--- config.mk ---
export PLATFORM = sky130hd
export DESIGN_NAME = uart_rx_oversample
export DESIGN_NICKNAME = d
export VERILOG_FILES = /design/src/rtl/uart_rx_oversample.sv
export SDC_FILE = /design/constraint.sdc
export NUM_CORES = 1
export LEC_CHECK = 0
export BUFFER_PORTS_ARGS = -buffer_cell sky130_fd_sc_hd__buf_2
export CORE_MARGIN = 10
export CORE_UTILIZATION = 52
export CTS_CLUSTER_DIAMETER = 150
export DETAILED_ROUTE_END_ITERATION = 10
export GPL_ROUTABILITY_DRIVEN = 0
export GPL_TIMING_DRIVEN = 0
export HOLD_SLACK_MARGIN = 0.05
export PLACE_DENSITY_LB_ADDON = 0.25
export SLEW_MARGIN = 20
export SYNTH_ARGS = -nofsm -noshare
export SYNTH_HDL_FRONTEND = slang
export SYNTH_SLANG_ARGS = --single-unit
export TNS_END_PERCENT = 5
--- constraint.sdc ---
create_clock -name clk -period 2 [get_ports clk]
set_clock_uncertainty 0.2 [all_clocks]
set_input_delay 0.1 -clock clk [delete_from_list [all_inputs] [get_ports clk]]
set_output_delay 0.1 -clock clk [all_outputs]
set_load 0.01 [all_outputs]
--- src/rtl/uart_rx_oversample.sv ---
// uart_rx_oversample: 8N1 UART receiver with 16x oversampling, 3-sample
// majority vote per bit, false-start rejection, framing-error detection and
// a valid/ack output handshake with overrun pulse.
// Optional even-parity checking is built in when UART_RX_PARITY_EN is defined;
// without it the frame is plain 8N1 and parity_err is tied low.
//
// state   | meaning
// --------+-------------------------------------------------------------
// IDLE    | line idle, waiting for rxs low (start edge)
// START   | qualifying the start bit; majority 1 at sc=9 is a false start
// DATA    | shifting in 8 data bits LSB first, each decided at sc=9
// PARITY  | (UART_RX_PARITY_EN only) even parity bit over the data byte
// STOP    | stop bit decided at sc=9; leaves immediately to catch next start
// BREAK   | stop bit was low; wait for the line to return high

module uart_rx_oversample #(
    parameter int CLK_HZ     = 100000000,
    parameter int BIT_RATE   = 115200,
    parameter int OVERSAMPLE = 16
) (
    input  logic       clk,
    input  logic       reset,
    input  logic       serial_in,
    input  logic       rx_ack,
    output logic [7:0] parallel_out,
    output logic       rx_valid,
    output logic       rx_busy,
    output logic       frame_err,
    output logic       overrun,
    output logic       parity_err
);

    localparam int DIV   = CLK_HZ / (BIT_RATE * OVERSAMPLE);
    localparam int CNT_W = (DIV > 1) ? $clog2(DIV) : 1;

    typedef enum logic [2:0] {
        S_IDLE,
        S_START,
        S_DATA,
        S_PARITY,
        S_STOP,
        S_BREAK
    } state_t;

    state_t             state_q, state_d;
    logic               sync1_q, rxs_q;
    logic [CNT_W-1:0]   cnt_q, cnt_d;
    logic [3:0]         sc_q, sc_d;
    logic [2:0]         bit_q, bit_d;
    logic [1:0]         smp_q, smp_d;
    logic [7:0]         shift_q, shift_d;
    logic [7:0]         data_q, data_d;
    logic               valid_q, valid_d;
    logic               ferr_q, ferr_d;
    logic               ovr_q, ovr_d;
`ifdef UART_RX_PARITY_EN
    logic               par_bad_q, par_bad_d;
    logic               perr_q, perr_d;
`endif

    logic tick;
    logic decide;
    logic wrap;
    logic maj;
    logic load;

    // Oversample tick and bit-timing strobes; the counter only runs in a frame.
    assign tick   = (state_q != S_IDLE) && (cnt_q == CNT_W'(DIV - 1));
    assign decide = tick && (sc_q == 4'd9);
    assign wrap   = tick && (sc_q == 4'd15);
    // Third sample is the live rxs value on the sc=9 tick.
    assign maj    = (smp_q[0] & smp_q[1]) | (smp_q[0] & rxs_q) | (smp_q[1] & rxs_q);

    // Next-state, sampling, shifting and output-register logic.
    always_comb begin
        state_d = state_q;
        cnt_d   = tick ? '0 : cnt_q + 1'b1;
        sc_d    = tick ? sc_q + 4'd1 : sc_q;
        bit_d   = bit_q;
        smp_d   = smp_q;
        shift_d = shift_q;
        load    = 1'b0;
        ferr_d  = 1'b0;
`ifdef UART_RX_PARITY_EN
        par_bad_d = par_bad_q;
`endif

        if (tick && (sc_q == 4'd7)) smp_d[0] = rxs_q;
        if (tick && (sc_q == 4'd8)) smp_d[1] = rxs_q;

        case (state_q)
            S_IDLE: begin
                cnt_d = '0;
                sc_d  = '0;
                if (!rxs_q) state_d = S_START;
            end
            S_START: begin
                if (decide && maj) begin
                    state_d = S_IDLE;
                end else if (wrap) begin
                    state_d = S_DATA;
                    bit_d   = '0;
                end
            end
            S_DATA: begin
                if (decide) shift_d = {maj, shift_q[7:1]};
                if (wrap) begin
                    if (bit_q == 3'd7) begin
`ifdef UART_RX_PARITY_EN
                        state_d = S_PARITY;
`else
                        state_d = S_STOP;
`endif
                    end else begin
                        bit_d = bit_q + 3'd1;
                    end
                end
            end
`ifdef UART_RX_PARITY_EN
            S_PARITY: begin
                if (decide) par_bad_d = (^shift_q) ^ maj;
                if (wrap) state_d = S_STOP;
            end
`endif
            S_STOP: begin
                if (decide) begin
                    if (maj) begin
                        load    = 1'b1;
                        state_d = S_IDLE;
                    end else begin
                        ferr_d  = 1'b1;
                        state_d = S_BREAK;
                    end
                end
            end
            S_BREAK: begin
                if (rxs_q) state_d = S_IDLE;
            end
            default: state_d = S_IDLE;
        endcase

        data_d  = load ? shift_q : data_q;
        valid_d = load ? 1'b1 : (rx_ack ? 1'b0 : valid_q);
        ovr_d   = load & valid_q & ~rx_ack;
`ifdef UART_RX_PARITY_EN
        perr_d  = load & par_bad_q;
`endif
    end

    // State and datapath registers with synchronous reset; line synchroniser resets high.
    always_ff @(posedge clk) begin
        if (reset) begin
            sync1_q <= 1'b1;
            rxs_q   <= 1'b1;
            state_q <= S_IDLE;
            cnt_q   <= '0;
            sc_q    <= '0;
            bit_q   <= '0;
            smp_q   <= '0;
            shift_q <= '0;
            data_q  <= '0;
            valid_q <= 1'b0;
            ferr_q  <= 1'b0;
            ovr_q   <= 1'b0;
`ifdef UART_RX_PARITY_EN
            par_bad_q <= 1'b0;
            perr_q    <= 1'b0;
`endif
        end else begin
            sync1_q <= serial_in;
            rxs_q   <= sync1_q;
            state_q <= state_d;
            cnt_q   <= cnt_d;
            sc_q    <= sc_d;
            bit_q   <= bit_d;
            smp_q   <= smp_d;
            shift_q <= shift_d;
            data_q  <= data_d;
            valid_q <= valid_d;
            ferr_q  <= ferr_d;
            ovr_q   <= ovr_d;
`ifdef UART_RX_PARITY_EN
            par_bad_q <= par_bad_d;
            perr_q    <= perr_d;
`endif
        end
    end

    assign parallel_out = data_q;
    assign rx_valid     = valid_q;
    assign rx_busy      = (state_q != S_IDLE);
    assign frame_err    = ferr_q;
    assign overrun      = ovr_q;
`ifdef UART_RX_PARITY_EN
    assign parity_err   = perr_q;
`else
    assign parity_err   = 1'b0;
`endif

endmodule

==> reports/results.txt, run 1 <==
Ranking of synthesized cells by area: dfxtp_1, mux2i_1, nor2_1
Clk_lat worst skew: 0.35 ns
Switching share of power: 19.8%
# setup viols final: 1
Maximum VDD drop: 0.529 mV
Post-synthesis async set-or-reset flop share: 0%
Crit start category: flip-flop
Layout cell share with drive strength beyond 1: 22.2%
Sequential cell area: 785 µm²
Switch Pwr: 295 µW
Placed insts: 249
Overall global routing resource usage: 11.9%
Avg Cell Area, Syn: 9.54 µm²
Max Cap Violations: 0
Number of max-slew violations in the final report: 0
DRT iter0 DRCs: 72
Outcome: complete, but fails checks
Top FF cell, synth: dfxtp_1
Synth Net Count: 199
Remaining DRCs: 0
Pre-CTS setup slack: -0.148 ns
Most common cell after layout, fill and taps aside: dfxtp_1
Post-route minimum period: 2.03 ns
Rows: 21
Reg2reg start: bit_q[0]$_SDFFE_PP0P_
Library cells used by synthesis: 48
CTS max path bufs: 2
Final non-filler cell total: 262
Number of global-route vias before repair: 1343
Post-layout net count: 226
DRT Pass-1 Iters: 4
Critical Path RT: 2.09 ns
Final hold vios: 0
TritonCTS clock tree: yes
Crit path from: bit_q[0]$_SDFFE_PP0P_
Multi-input gate area: 958 µm²
Die H: 78.7 µm
Htree depth: 2
Final setup margin: -0.0295 ns
Hold WC Path Type: flip-flop to flip-flop
Mapped Cells: 188
TritonCTS buffer count: 5
Synthesis-stage register bit count: 39
Clock sink count: 39
Clock transition at path regs: 0.11 ns
Hold wc startpoint: sync1_q$_SDFF_PP1_
Largest net degree at the start of global routing: 13
Most frequent cells in the layout: dfxtp_1, nor2_1, buf_2, mux2i_1, nand2_1
Post-synthesis sequential area ratio: 43.5%
Worst path arrival time: 2.12 ns
Unrepaired setup endpoints after global routing: true
Filler cell count: 290
Share of power burned in registers: 52.5%
Final wirelength: 3520 µm
Die width: 78.7 µm
Max FO, Critical Path: 6
Yosys warns: 0
Leakage: 0.954 nW
Die Footprint: 6200 µm²
Synth area leader: dfxtp_1
Wire per inst: 13.4 µm
Initial antenna violation count: 0
Critical path class: flip-flop to flip-flop
Antenna Cells: 0
Max Clk Rate: 0.493 GHz
Synth Cell Area: 1790 µm²
IO Pins: 17
Number of flops mapped to enable cells by yosys: 0
Core box area: 3340 µm²
Initial Utilization: 53.7%
Yosys top cell area share: 43.5%
Power Density: 701 nW/µm²
Total global routing overflow: 0
Via/cell ratio: 5.36
Critical Path End Type: flip-flop
IO Port Bufs: 15
First-pass GRT wire length: 6050 µm
Hpwl dp: 2600 µm
Routed vias: 1405
Failing checks: setup timing
Clk root buf: clkbuf_4
Fin crit share: 101%
P_int: 1.20 mW
Area Overhead vs Synth: 18.7%
Reg2Reg Setup Slack: -0.03 ns
Post-DRT Antenna Nets: 0
Combinational power share: 4.1%
Clock share of power: 43.4%
cells in the mapped netlist (5+ instances only):
master / number
dfxtp_1: 39
inv_1: 5
ha_1: 7
a21oi_1: 8
nor2_1: 30
mux2i_1: 17
nand2_1: 9
through the flow:
stage | power, mW | utilization, % | hold slack [ns] | setup TNS, ns | area, µm²
2_1_floorplan | 0.839 | - | 0.00381 | 0 | 1790
3_3_place_gp | 0.852 | 57.7 | 0.0906 | -0.104 | 1930
3_5_place_dp | 0.854 | 57.7 | 0.0943 | -0.313 | 1930
4_1_cts | 1.50 | 63.0 | 0.229 | -0.0650 | 2100
5_1_grt | 1.55 | 63.8 | 0.238 | -0.114 | 2130
6_report | 1.49 | 63.8 | 0.226 | -0.0295 | 2130
final timing paths:
check                                        endpoint  cells after the start
worst max-delay path            bit_q[0]$_SDFFE_PP0P_                      6
worst min-delay path                 rxs_q$_SDFF_PP1_                      1
worst max register to register  bit_q[0]$_SDFFE_PP0P_                      6
worst min register to register       rxs_q$_SDFF_PP1_                      1
layer usage:
layer  part of all wire [%]  track usage (%)  vias to the layer above
met5                      0                0                        -
met4                    1.8             4.30                        0
met3                    5.6             4.73                        7
met2                     48             19.5                       24
met1                     45             13.8                      658
li1                       -                -                      716
logic make-up after synthesis:
family,after synthesis,synth area share (%)
adders and majority gates,8,5.44
other,1,0.209
and+or+nand+nor,74,22.5
AOI/OAI and AO/OA,25,9.42
muxes,17,9.49
buffers and inverters,16,5.51
DFF,39,43.5
xor gates and xnor gates,8,3.91
worst max-delay path: stages, from the launching register on:
cell     delay [ns]
dfxtp_2        0.35
ha_4           0.16
ha_4           0.16
or3b_1         0.34
a21o_1         0.21
or4_4          0.43
a21oi_2        0.12
power by group through the flow:
stage	Combinational (mW)	Clock [mW]	Sequential, mW
2_1_floorplan	0.0392	0	0.800
3_3_place_gp	0.0519	0	0.801
3_5_place_dp	0.0527	0	0.801
4_1_cts	0.0588	0.657	0.783
5_1_grt	0.0672	0.694	0.784
6_report	0.0607	0.648	0.783
final cells by class:
cell class / instances / share of cell area (%)
multi-input combinational: 133 / 45.0
sequential: 39 / 36.9
timing repair buffer: 20 / 5.76
buffer: 11 / 4.00
clock inverter: 2 / 2.82
tap: 46 / 2.70
clock buffer: 6 / 1.94
inverter: 5 / 0.882
flip-flops by register name (all words and copies together), names as in the netlist:
name	cells
parallel_out	8
shift_q	8
cnt_q	6
sc_q	4
bit_q	3
state_q	3
smp_q	2
frame_err	1
overrun	1
rx_valid	1
rxs_q	1
sync1_q	1
what timing repair did:
item | 4_1_cts | 5_1_grt
resized for setup | 6 | 10
endpoints found under the setup margin | 3 | 21
buffers inserted | 1 | 0
pin swaps | 5 | 2
endpoints found under the hold margin | 13 | 0
hold buffers | 4 | 0
Note: power is estimated with default switching activity, not from simulation.
==> inputs of run 2 (changes only) <==
--- a/config.mk
+++ b/config.mk
@@ -12,5 +12,4 @@
 export DETAILED_ROUTE_END_ITERATION = 10
 export GPL_ROUTABILITY_DRIVEN = 0
-export GPL_TIMING_DRIVEN = 0
 export HOLD_SLACK_MARGIN = 0.05
 export PLACE_DENSITY_LB_ADDON = 0.25
==> constraint.sdc (replaced) <==
create_clock -name clk -period 2 [get_ports clk]
set_clock_uncertainty 0.2 [all_clocks]
set_input_delay 0.3 -clock clk [delete_from_list [all_inputs] [get_ports clk]]
set_output_delay 0.3 -clock clk [all_outputs]
set_load 0.01 [all_outputs]
==> reports/results.txt, run 2 (same netlist as run 1, synthesis figures left out) <==
IO Port Bufs: 15
Layout cell share with drive strength beyond 1: 21.1%
Combinational power share: 4.1%
Final non-filler cell total: 259
Power Density: 603 nW/µm²
Pre-CTS setup slack: -0.0519 ns
Wire per inst: 14.0 µm
Sum Neg Setup Slack: -0.0422 ns
Hold path cells: 1
Rows: 21
Final wirelength: 3620 µm
Clock transition at path regs: 0.11 ns
Met2 usage: 20.0%
Placed insts: 247
Switch Pwr: 293 µW
Post-layout net count: 223
Outcome: complete, but fails checks
Maximum VDD drop: 0.377 mV
Worst path arrival time: 2.13 ns
Initial Utilization: 53.7%
FF-to-FF path depth: 6
Critical path buffers and inverters: 0
Initial antenna violation count: 0
Clk_lat worst skew: 0.35 ns
Clock share of power: 32.0%
TritonCTS clock tree: yes
Max Clk Rate: 0.490 GHz
Reg2Reg Setup Slack: -0.04 ns
Hold WC Path Type: flip-flop to flip-flop
Number of max-slew violations in the final report: 0
IO Pins: 17
Number of global-route vias before repair: 1371
Top delay family on crit path: simple AND/OR/NAND/NOR gates
Most common cell after layout, fill and taps aside: dfxtp_1
Crit start category: flip-flop
First-pass GRT wire length: 6140 µm
Core box area: 3340 µm²
Most Frequent Cell on Critical Path: ha_4
Max Cap Violations: 0
Unrepaired setup endpoints after global routing: true
Post-route minimum period: 2.04 ns
GR Util met1: 14.1%
Critical path class: flip-flop to flip-flop
TritonCTS buffer count: 5
Via/cell ratio: 5.39
Critical Path RT: 2.09 ns
Routed vias: 1396
GRT Max-Usage Layer: met2
Leakage: 0.912 nW
# setup viols final: 1
Total global routing overflow: 0
Placed Area: 1910 µm²
Max FO, Critical Path: 4
Remaining DRCs: 0
Die H: 78.7 µm
Met3 usage: 4.50%
Critical Path End Type: flip-flop
Final hold vios: 0
Hpwl dp: 2610 µm
Largest net degree at the start of global routing: 23
CTS max path bufs: 2
Critical-path top delay cell: or4_4
Post-DRT Antenna Nets: 0
Final Power: 1.23 mW
Area Overhead vs Synth: 13.7%
Die width: 78.7 µm
DRT iter0 DRCs: 105
Max incr delay on CP: 0.42 ns
Critical path depth in cells: 6
P_int: 937 µW
DRT Pass-1 Iters: 4
Antenna Cells: 0
Share of power burned in registers: 63.9%
Htree depth: 2
Cell Chain, Critical Path: ha_4 -> ha_4 -> or3b_1 -> a21o_1 -> or4_4 -> a21oi_2
Fin crit share: 102%
Switching share of power: 23.8%
Die Footprint: 6200 µm²
Design Area, Final: 2040 µm²
Clk root buf: clkbuf_4
Final setup margin: -0.0422 ns
Overall global routing resource usage: 12.3%
Most frequent cells in the layout: dfxtp_1, nor2_1, mux2i_1, buf_2, buf_4
Clock sink count: 39
Failing checks: setup timing
-- run 2: timing repair --
item,in CTS,in global routing
resized for setup,3,5
endpoints found under the setup margin,3,4
hold endpoints to repair,6,0
hold buffers,3,0
cloned,0,0
buffers inserted,0,1
pin swaps,4,2
-- run 2: cell type report --
class,count,area [µm²]
clock buffers,6,41.3
multi-input cells,133,946
well taps,46,57.6
clock inverters,2,12.5
inverters,5,18.8
fillers,315,1300
repair buffers,28,180
flip-flops and latches,39,783
-- run 2: worst register-to-register path, stage by stage, from the launching register on --
cell and delay, ns:
dfxtp_2 0.36, ha_4 0.16, ha_4 0.15, or3b_1 0.34
a21o_1 0.20, or4_4 0.42, a21oi_2 0.15
-- run 2: final timing paths --
check                                           start                    end
worst min-delay path               sync1_q$_SDFF_PP1_       rxs_q$_SDFF_PP1_
worst min register to register     sync1_q$_SDFF_PP1_       rxs_q$_SDFF_PP1_
worst max register to register  bit_q[0]$_SDFFE_PP0P_  bit_q[0]$_SDFFE_PP0P_
worst max-delay path            bit_q[0]$_SDFFE_PP0P_  bit_q[0]$_SDFFE_PP0P_
-- run 2: per-layer routing --
layer  up-vias  share of wire (%)
li1        704                  -
met1       664                 43
met2        22                 50
met3         6                4.3
met4         0                1.7
met5         -                  0
-- run 2: power groups by stage --
stage / clock network, mW / logic (mW) / registers (mW)
2_1_floorplan: 0 / 0.0392 / 0.800
3_3_place_gp: 0 / 0.0428 / 0.804
3_5_place_dp: 0 / 0.0434 / 0.804
4_1_cts: 0.407 / 0.0480 / 0.786
5_1_grt: 0.449 / 0.0572 / 0.788
6_report: 0.393 / 0.0508 / 0.786
-- run 2: metrics by stage --
stage	hold WS, ns	util (%)
after global placement	0.198	57.3
after detailed placement	0.214	57.3
after global routing	0.253	61.1
after floorplan	0.189	-
final	0.229	61.1
after CTS	0.236	60.0
